### config.mk
export PLATFORM = sky130hd
export DESIGN_NAME = vga_draw_arbiter
export DESIGN_NICKNAME = d
export VERILOG_FILES = /design/src/rtl/vga_draw_arbiter.sv
export SDC_FILE = /design/constraint.sdc
export NUM_CORES = 1
export LEC_CHECK = 0
export BUFFER_PORTS_ARGS = -buffer_cell sky130_fd_sc_hd__buf_2
export CAP_MARGIN = 25
export CORE_MARGIN = 1
export CORE_UTILIZATION = 46
export CTS_CLUSTER_SIZE = 8
export DETAILED_ROUTE_END_ITERATION = 10
export PLACE_DENSITY = 0.78
export SETUP_SLACK_MARGIN = 0.02
export SYNTH_ARGS = -nofsm -noshare
export SYNTH_HDL_FRONTEND = slang
export SYNTH_SLANG_ARGS = --single-unit
### constraint.sdc
create_clock -name clk -period 6.1 [get_ports clk]
set_input_delay 1.83 -clock clk [delete_from_list [all_inputs] [get_ports clk]]
set_output_delay 1.83 -clock clk [all_outputs]
set_load 0.01 [all_outputs]
### src/rtl/vga_draw_arbiter.sv
// ---------------------------------------------------------------------------
// vga_draw_arbiter
//
// Shares the single VGA plot port between several sprite drawers. One
// requester is granted at a time, chosen round-robin. A grant is held until
// the requester pulses done, drops its request, or the watchdog expires.
// The granted requester's pixel stream is forwarded to the VGA adapter
// through one register stage.
//
// State table:
//   state     | meaning
//   ----------+-----------------------------------------------------------
//   S_IDLE    | no grant; pick next requester from rr_ptr upward (wraps)
//   S_ACTIVE  | requester g_idx owns the plot port; watchdog counting
//   S_RELEASE | one-cycle gap; grant/plot low, rr_ptr advanced past g_idx
//
// Ports:
//   clk          in   system clock
//   reset        in   asynchronous active-low reset
//   req          in   [N_REQ]    level-held draw request per requester
//   done         in   [N_REQ]    end-of-sprite pulse per requester
//   x_in         in   [9*N_REQ]  packed pixel x, 9 bits per requester
//   y_in         in   [8*N_REQ]  packed pixel y, 8 bits per requester
//   colour_in    in   [3*N_REQ]  packed pixel colour, 3 bits per requester
//   plot_in      in   [N_REQ]    pixel-valid per requester
//   grant        out  [N_REQ]    one-hot grant, zero when nobody granted
//   x, y, colour out  9/8/3      registered pixel to the VGA adapter
//   plot         out  1          registered VGA write enable
//   busy         out  1          high whenever the state is not S_IDLE
//   timeout_err  out  1          one-cycle pulse on a watchdog release
// ---------------------------------------------------------------------------
module vga_draw_arbiter #(
    parameter int N_REQ   = 3,
    parameter int TIMEOUT = 64
) (
    input  logic                 clk,
    input  logic                 reset,
    input  logic [N_REQ-1:0]     req,
    input  logic [N_REQ-1:0]     done,
    input  logic [9*N_REQ-1:0]   x_in,
    input  logic [8*N_REQ-1:0]   y_in,
    input  logic [3*N_REQ-1:0]   colour_in,
    input  logic [N_REQ-1:0]     plot_in,
    output logic [N_REQ-1:0]     grant,
    output logic [8:0]           x,
    output logic [7:0]           y,
    output logic [2:0]           colour,
    output logic                 plot,
    output logic                 busy,
    output logic                 timeout_err
);

    localparam int PTR_W = (N_REQ > 1) ? $clog2(N_REQ) : 1;
    localparam int WD_W  = $clog2(TIMEOUT);

    typedef enum logic [1:0] {
        S_IDLE    = 2'd0,
        S_ACTIVE  = 2'd1,
        S_RELEASE = 2'd2
    } state_t;

    state_t             state;
    logic [PTR_W-1:0]   rr_ptr;
    logic [PTR_W-1:0]   g_idx;
    logic [WD_W-1:0]    wdog;

    logic               pick_valid;
    logic [PTR_W-1:0]   pick_idx;
    logic [8:0]         sel_x;
    logic [7:0]         sel_y;
    logic [2:0]         sel_colour;
    logic               sel_plot;
    logic               sel_done;
    logic               sel_req;
    logic               wd_hit;
    logic               exit_active;

    // Round-robin pick: first set request at or after rr_ptr, with wrap.
    always_comb begin
        int               cand;
        logic [PTR_W-1:0] cand_idx;
        pick_valid = 1'b0;
        pick_idx   = '0;
        cand       = 0;
        cand_idx   = '0;
        for (int i = 0; i < N_REQ; i++) begin
            cand     = (int'(rr_ptr) + i) % N_REQ;
            cand_idx = PTR_W'(cand);
            if (!pick_valid && req[cand_idx]) begin
                pick_valid = 1'b1;
                pick_idx   = cand_idx;
            end
        end
    end

    // Slice mux for the granted requester (constant part-select bases).
    always_comb begin
        sel_x      = '0;
        sel_y      = '0;
        sel_colour = '0;
        sel_plot   = 1'b0;
        sel_done   = 1'b0;
        sel_req    = 1'b0;
        for (int i = 0; i < N_REQ; i++) begin
            if (g_idx == PTR_W'(i)) begin
                sel_x      = x_in[9*i +: 9];
                sel_y      = y_in[8*i +: 8];
                sel_colour = colour_in[3*i +: 3];
                sel_plot   = plot_in[i];
                sel_done   = done[i];
                sel_req    = req[i];
            end
        end
    end

    // The first ACTIVE cycle sees wdog = 0, so the hit lands on the
    // TIMEOUT-th cycle of the grant and the counter never wraps.
    assign wd_hit      = (wdog == WD_W'(TIMEOUT - 1));
    assign exit_active = sel_done || !sel_req || wd_hit;

    always_ff @(posedge clk or negedge reset) begin
        if (!reset) begin
            state       <= S_IDLE;
            rr_ptr      <= '0;
            g_idx       <= '0;
            wdog        <= '0;
            grant       <= '0;
            x           <= '0;
            y           <= '0;
            colour      <= '0;
            plot        <= 1'b0;
            busy        <= 1'b0;
            timeout_err <= 1'b0;
        end else begin
            timeout_err <= 1'b0;
            case (state)
                S_IDLE: begin
                    plot <= 1'b0;
                    wdog <= '0;
                    if (pick_valid) begin
                        state <= S_ACTIVE;
                        g_idx <= pick_idx;
                        grant <= N_REQ'(1) << pick_idx;
                        busy  <= 1'b1;
                    end else begin
                        grant <= '0;
                        busy  <= 1'b0;
                    end
                end

                S_ACTIVE: begin
                    // Forwarded on the exit edge too, so a pixel coinciding
                    // with done is still written.
                    x      <= sel_x;
                    y      <= sel_y;
                    colour <= sel_colour;
                    plot   <= sel_plot;
                    if (exit_active) begin
                        state       <= S_RELEASE;
                        grant       <= '0;
                        wdog        <= '0;
                        // Only a pure watchdog expiry counts as forced.
                        timeout_err <= wd_hit && sel_req && !sel_done;
                    end else begin
                        wdog <= wdog + WD_W'(1);
                    end
                end

                S_RELEASE: begin
                    state  <= S_IDLE;
                    grant  <= '0;
                    plot   <= 1'b0;
                    busy   <= 1'b0;
                    wdog   <= '0;
                    rr_ptr <= (g_idx == PTR_W'(N_REQ - 1)) ? '0
                                                           : g_idx + PTR_W'(1);
                end

                default: begin
                    state <= S_IDLE;
                    grant <= '0;
                    plot  <= 1'b0;
                    busy  <= 1'b0;
                    wdog  <= '0;
                end
            endcase
        end
    end

endmodule

==> out/summary.md, run 1 <==
The flow ran to the end, but the final reports show violations. The checks that failed: design-rule violations. For the number of maximum-capacitance constraint violations, the log shows 0. Once the clock tree was built, the resizer swapped 0 gates to a different size.

For the number of standard cells in the final layout excluding fillers, the log shows 379. IR analysis of the VDD net gives a maximum drop of 268 uV. Data on the critical path is required at its endpoint by 6.27 ns.

The warning count from the yosys run was 0; the shortest period the worst path allows was 2.90 ns. The clock reaches the later pin of the worst-skew pair after 0.28 ns. At the end of routability-driven placement, the weighted congestion stood at 0.892. The number of antenna diodes in the final layout is 0. The worst setup path is captured at a flop. Via count of the first global-routing pass: 1881. The logs give 402 for the layout net count and 0 for the initial antenna violation count. After detailed placement, the design holds a cell count of 371. The synthesized netlist net count is 310. The standby leakage power was 1.39 nW. For the number of distinct library cells after synthesis, the log shows 35. In the routed layout, each cell is associated on average with a via count of 5.08. The reg-to-reg startpoint is g_idx[0]. The normalized max-slew margin is 34.5%. Critical path start-end classification: in -> reg. The filler cells instantiated in the layout total 400.

The power density normalized to cell area is 440 nW/um2, and the number of standard cells after synthesis is 234. For the final routed database, the setup TNS stands at 0 ns. The run gives 48.5% as the initial cell density of the core. Registers take 951 um2. The min-delay analysis places its worst path in the category reg -> reg. For the number of primary I/O pins, the log shows 97.

The worst setup path is launched from an input port. The most used flip-flop cell after synthesis is dfrtp_1. Number of port buffers: 96. The number of hold buffers added after CTS was 0. The critical path startpoint is req[2]. The H-tree was split into 2 levels. Setup violations remaining at the end of the flow were counted as 0. For the final wirelength, the log shows 4950 um. Of all flip-flops after synthesis, the portion carrying an async set or reset was 100%. The first detailed-routing pass ran for 7 iterations.

The arrival time at the worst endpoint is 3.07 ns. Layer carrying the most global-route usage: met2. Global routing used 21.4% of the available tracks. The run gives 8310 um as the global-route wire length before repair.

The area of the placeable core came out at 4440 um2. Detailed placement finished with a half-perimeter wire length of 3650 um. Relative to the synthesized area, the layout overhead comes to 26.9%. Averaged over all synthesized cells, the footprint is 9.21 um2. Summing all multi-input logic gate instances after layout gives 1080 um2.

Synthesis inferred 38 register bits. The clock passes through at most 2 buffers. Entering global routing, the biggest net connects 39 pins. The run gives 64 as the initial detailed-routing violation count.

On the worst path, the slowest cell contributes a delay of 0.36 ns. The die is 70.5 um tall. The worst-case clock skew is 0.00390 ns, and the sink count of the clock tree is 38.

Global routing used 38.9% of the available met2 tracks. Clock-pin slew was measured on the worst setup and hold paths at 0.07 ns. In this run, CTS created clock tree buffers numbering 5.

The total standard cell area after synthesis came out at 2160 um2. In the routed design, unresolved DRC markers number 24. Cells with a size suffix above 1 make up 35.5% of the layout. For this run, global-route usage on met1 was measured as 24.9%.

The final hold violation count was 0. The die span in x is 70.5 um, and the met3 track demand over resource is 4.91%. CTS placed an instance of clkbuf_8 at the clock tree root. The number of setup buffers added after CTS is 0. The logs give 0 for the number of max-slew violations in the final report and 0.467 ns for the post-route worst hold slack. The floorplan step defined a die boundary enclosing 4960 um2. Traced cell by cell, the critical path runs through buf_2, mux2i_1, o21ai_2, o31ai_4, inv_2, mux2_4.

The worst-margin pin slew works out to 0.983 ns. The share of the Yosys chip area taken by registers is 44.1%. Counting flops with a built-in enable in the synthesized netlist gives 0. The critical-path cell with the highest stage delay was o31ai_4.

For this run the aggregate overflow at the end of global routing stands at 0. The detailed-route wire length per cell works out to 13.1 um. Setup repair after global routing left no endpoint under its margin.

TritonCTS built the clock tree. The top cell types in the final layout, fill and taps aside, are 96 x buf_2, 38 x dfrtp_1, 32 x nor2_1. The library cell used most frequently in the layout, excluding fill and tap cells, is buf_2.

Derived from the worst setup path, the maximum achievable clock frequency is 345 MHz. For the total number of vias, the log shows 1926. The detail route stage leaves a number of antenna-violating nets equal to 0. In this run the most critical hold path is launched from wdog[0]. Of all nets on the critical path, the largest fanout is 7. In this run the core area contains 24 standard-cell rows.

The fraction of the cycle the final worst path needs works out to 47.6%.
## synthesized netlist by cell type, types with 2 or more instances
master,n,share of area [%]
clkbuf_1,6,1.0
buf_6,3,1.6
o21ai_0,22,5.1
nand2_1,29,5.0
nor2_1,32,5.6
a21oi_1,22,5.1
nand3_1,4,0.93
xor2_1,2,0.81
buf_2,4,0.93
o211a_1,2,0.93
nor2b_1,3,0.87
o31ai_4,2,2.0
dfrtp_1,38,44
inv_2,2,0.35
inv_1,9,1.6
o22ai_1,3,0.87
ha_1,5,2.9
mux2i_1,24,11
xnor2_1,2,0.81
nand2b_1,5,1.5
## flip-flops by register name, indices dropped and copies added (netlist names)
name and count:
wdog 6, grant 3, state 2, g_idx 2, plot 1, busy 1
rr_ptr 2, colour 3, x 9, timeout_err 1, y 8
## power by group
group | switching [mW] | total [mW] | internal [mW]
logic | 0.341 | 0.602 | 0.261
clock network | 0.0805 | 0.172 | 0.0911
registers | 0.0770 | 0.429 | 0.352
## logic make-up after synthesis
logic type | Yosys count | synth area share (%)
muxes | 25 | 11.8
adders and majority gates | 5 | 2.90
xor gates and xnor gates | 4 | 1.63
AOI/OAI and AO/OA | 61 | 18.7
and+or+nand+nor | 76 | 15.1
buffers and inverters | 25 | 5.63
DFF | 38 | 44.1
## worst max-delay path: cells and delay by family
kind / cells / cell delay, ns
AO/OA/AOI/OAI: 2 / 0.47
buffers and inverters: 2 / 0.24
multiplexers: 2 / 0.54
## final cells by class
type                       count  share of cell area [%]
tap                           52                    2.38
sequential                    38                    34.8
inverter                      11                    1.51
clock buffer                   7                    3.16
timing repair buffer          99                    18.4
clock inverter                 1                   0.183
multi-input combinational    171                    39.6
## through the flow
| step | worst slack [ns] | total power [mW] | instance area (um2) | utilization [%] |
|---|---|---|---|---|
| after floorplan | 3.18 | 0.868 | 2160 | - |
| after global placement | 2.96 | 1.02 | 2640 | 59.5 |
| after detailed placement | 2.91 | 1.04 | 2640 | 59.5 |
| after CTS | 3.22 | 1.22 | 2740 | 61.5 |
| after global routing | 3.09 | 1.31 | 2740 | 61.5 |
| final | 3.20 | 1.20 | 2740 | 61.5 |
## worst paths after layout
check	cells past startpoint	endpoint	slack [ns]
max	6	g_idx[0]	3.20
min in group asynchronous	1	plot	1.64
max reg2reg	5	grant[1]	3.98
min	1	wdog[0]	0.47
min reg2reg	1	wdog[0]	0.47
max in group asynchronous	1	timeout_err	3.94
## per-layer routing
layer  vias to the layer above  share of wire (%)
met2                        65                 50
li1                        980                  -
met3                         4                6.7
met4                         0               0.65
met5                         -                  0
met1                       877                 43
Power figures use the tool's default switching activity.
==> run 2: changes to the inputs <==
Settings changed: CORE_UTILIZATION 46 to 42, PLACE_DENSITY 0.78 to 0.75.
Clock period 6.1 ns to 2.5 ns, I/O delays scaled along.
==> out/summary.md, run 2 (synthesis results as in run 1) <==
The run finished with clean final reports. Number of standard cells in the final layout excluding fillers: 397 (+4.7%). The peak fanout along the critical path works out to 7 (unchanged).

TritonCTS built the clock tree. The setup TNS after final layout is 0 ns (unchanged), and the final wirelength is 4930 um (-0.26%). The critical path's largest stage delay works out to 0.41 ns (+0.05 ns). The detailed-route wire length per cell is 12.4 um (-4.8%), and the worst-case register-to-register setup slack is 0.46 ns (-3.52 ns). The worst hold path stage count is 1 (unchanged). The largest registers in the layout are x x9, y x8, wdog x6.

The initial cell density of the core was 44.8% (-3.8 points); the fraction of the cycle the final worst path needs was 81.4%. The worst-case clock skew is 0.00486 ns (+0.000960 ns). The cell sitting at the root of the clock tree is a clkbuf_8. The number of maximum-capacitance constraint violations was 0 (unchanged); the layout-stage area growth over the synthesis result was 31.2%. The flip-flop count of the largest register, all copies and words added was 9 (unchanged). Kind of path behind the tightest hold check: reg -> reg. Derived from the worst setup path, the maximum achievable clock frequency is 491 MHz. The layout net count was 405 (+0.75%); the via count of the first global-routing pass was 1739 (-7.5%).

The worst supply voltage drop on vdd is 634 uV (+140%), and the fraction of layout instances using a drive strength above 1 is 36.4% (+0.89 points). The slowest stage of the critical path is the ha_1 cell. The worst setup path is launched from a flop. Number of buffers on the longest clock path: 2 (unchanged). The final antenna diode count was 0 (unchanged); the post-route worst hold slack was 0.475 ns (+0.00752 ns).

The worst hold path terminates at wdog[0]. Traced cell by cell, the critical path runs through inv_1, ha_1, mux2i_1, o22ai_1, o31ai_4, inv_2, mux2_4. Global-route wire length before repair: 7670 um (-7.7%).

Register with the most flip-flops: x. The standby leakage power is 1.43 nW (+2.8%). The sum of buffers and inverters on the critical path is 2 (unchanged). In this run the critical register-to-register path is launched from rr_ptr[0]. The overall die height is 73.6 um (+4.5%). The top cell types in the final layout, fill and taps aside, are 96 x buf_2, 38 x dfrtp_1, 32 x nor2_1. The run gives 97 (unchanged) as the number of primary I/O pins. The final estimated routing congestion in global placement was 0.847 (-5.0%); the number of clock buffers inserted by TritonCTS was 5 (unchanged). The post-detailed-route via-to-cell ratio was 4.82 (-5.1%). The count of cells along the worst register-to-register path is 7 (+2), and the final hold violation count is 0 (unchanged). The tools report the number of max-slew violations in the final report as 0 (unchanged).

Number of detailed-route iterations in the first pass: 4 (-3). The power density normalized to cell area was 1120 nW/um2 (+150%). The sink count of the clock tree was 38 (unchanged). In this run the critical register-to-register path is captured at g_idx[0].

Among cell families on the critical path, the largest total delay comes from multiplexers. The insertion delay of the later-clocked pin in the worst-skew pair is 0.29 ns (about the same), and the number of hold buffers added after cts is 0 (unchanged). The final core utilization is 58.7% (-2.8 points). Largest net degree at the start of global routing: 39 (unchanged). The normalized max-slew margin is 59.1% (+25 points). The worst-margin pin slew works out to 0.614 ns (-0.369 ns). The H-tree depth came out at 2 (unchanged). Setup repair after global routing left no endpoint under its margin.

The shortest period the worst path allows came out at 2.04 ns. The logs give 0 (unchanged) for the number of setup violations in the final report and 0 (unchanged) for the number of setup buffers added after CTS. The setup slack of the critical path after layout was 0.464 ns (-2.73 ns); the total global routing track utilization was 18.8% (-2.6 points).

For the remaining global-route overflow, the log shows 0 (unchanged). The tools report the endpoint class of the critical path as a flop. The run gives 0.412 ns (-2.49 ns) as the setup slack after placement.

Number of port buffers: 96 (unchanged). Critical path start-end classification: reg -> reg. The area of the placeable core is 4820 um2 (+8.4%), and the clock-pin transition on the worst setup and hold timing paths is 0.07 ns (about the same). Number of DRC violations after detailed routing: 0 (-100%). The initial detailed-routing violation count is 72 (+13%). The startpoint of the worst hold path was wdog[0]. The library cell used most frequently in the layout, excluding fill and tap cells, is buf_2.

The number of placed cells counting well taps is 389 (+4.9%). The die span in x came out at 73.6 um (+4.5%). The number of gates resized after CTS is 0 (unchanged), and the number of nets with antenna violations after detailed routing is 0 (unchanged). Die area: 5420 um2 (+9.2%). The placed wire-length estimate is 3770 um (+3.4%), and the initial antenna violation count is 0 (unchanged).

The required time of the critical path is 2.68 ns (-3.59 ns), and the arrival time at the worst endpoint is 2.21 ns (-0.86 ns). The count of standard-cell rows came out at 25 (+4.2%). The total number of vias came out at 1914 (-0.62%).
[run 2: changes by cell type in the layout (fill, tap and decap cells not counted), sizes merged]
cell | before | now
buf | 99 | 102
bufinv | 0 | 2
clkbuf | 7 | 6
clkinv | 1 | 0
[run 2: metrics by stage]
stage          instance area [um2]  total power [mW]
3_5_place_dp                  2690              2.55
4_1_cts                       2830              3.19
3_3_place_gp                  2690              2.51
5_1_grt                       2830              3.42
6_report                      2830              3.16
2_1_floorplan                 2160              2.12
[run 2: power by group]
group / internal (mW) / switching (mW)
logic: 0.647 / 0.849
clock network: 0.425 / 0.208
registers: 0.859 / 0.170
[run 2: how the worst max path moves through the flow]
| stage | startpoint | depth (start not counted) | slack, ns | endpoint |
|---|---|---|---|---|
| 6_report | rr_ptr[0] | 7 | 0.46 | g_idx[0] |
| 5_1_grt | rr_ptr[0] | 7 | 0.32 | g_idx[0] |
| 4_1_cts | rr_ptr[0] | 7 | 0.46 | g_idx[0] |
| 3_5_place_dp | req[2] | 6 | 0.41 | g_idx[0] |
| 3_3_place_gp | req[2] | 6 | 0.46 | g_idx[0] |
| 2_1_floorplan | rr_ptr[0] | 7 | 0.58 | g_idx[0] |
[run 2: final cells by class]
class | instances | area [um2]
fill | 448 | 1990
multi-input combinational | 171 | 1080
sequential | 38 | 951
timing repair buffer | 102 | 526
tap | 67 | 83.8
clock buffer | 6 | 82.6
clock inverter | 2 | 60.1
inverter | 11 | 41.3
[run 2: routing by layer]
| metal | vias up | part of all wire (%) | global-route usage (%) |
|---|---|---|---|
| met3 | 6 | 7.7 | 4.53 |
| met2 | 68 | 48 | 35.4 |
| li1 | 988 | - | - |
| met1 | 852 | 43 | 21.1 |
| met4 | 0 | 0.91 | 5.13 |
| met5 | - | 0 | 0 |
[run 2: worst reg2reg max path, cell delays in order, from the launching register on]
cell	delay [ns]
dfrtp_1	0.39
inv_1	0.08
ha_1	0.41
mux2i_1	0.21
o22ai_1	0.13
o31ai_4	0.32
inv_2	0.09
mux2_4	0.30
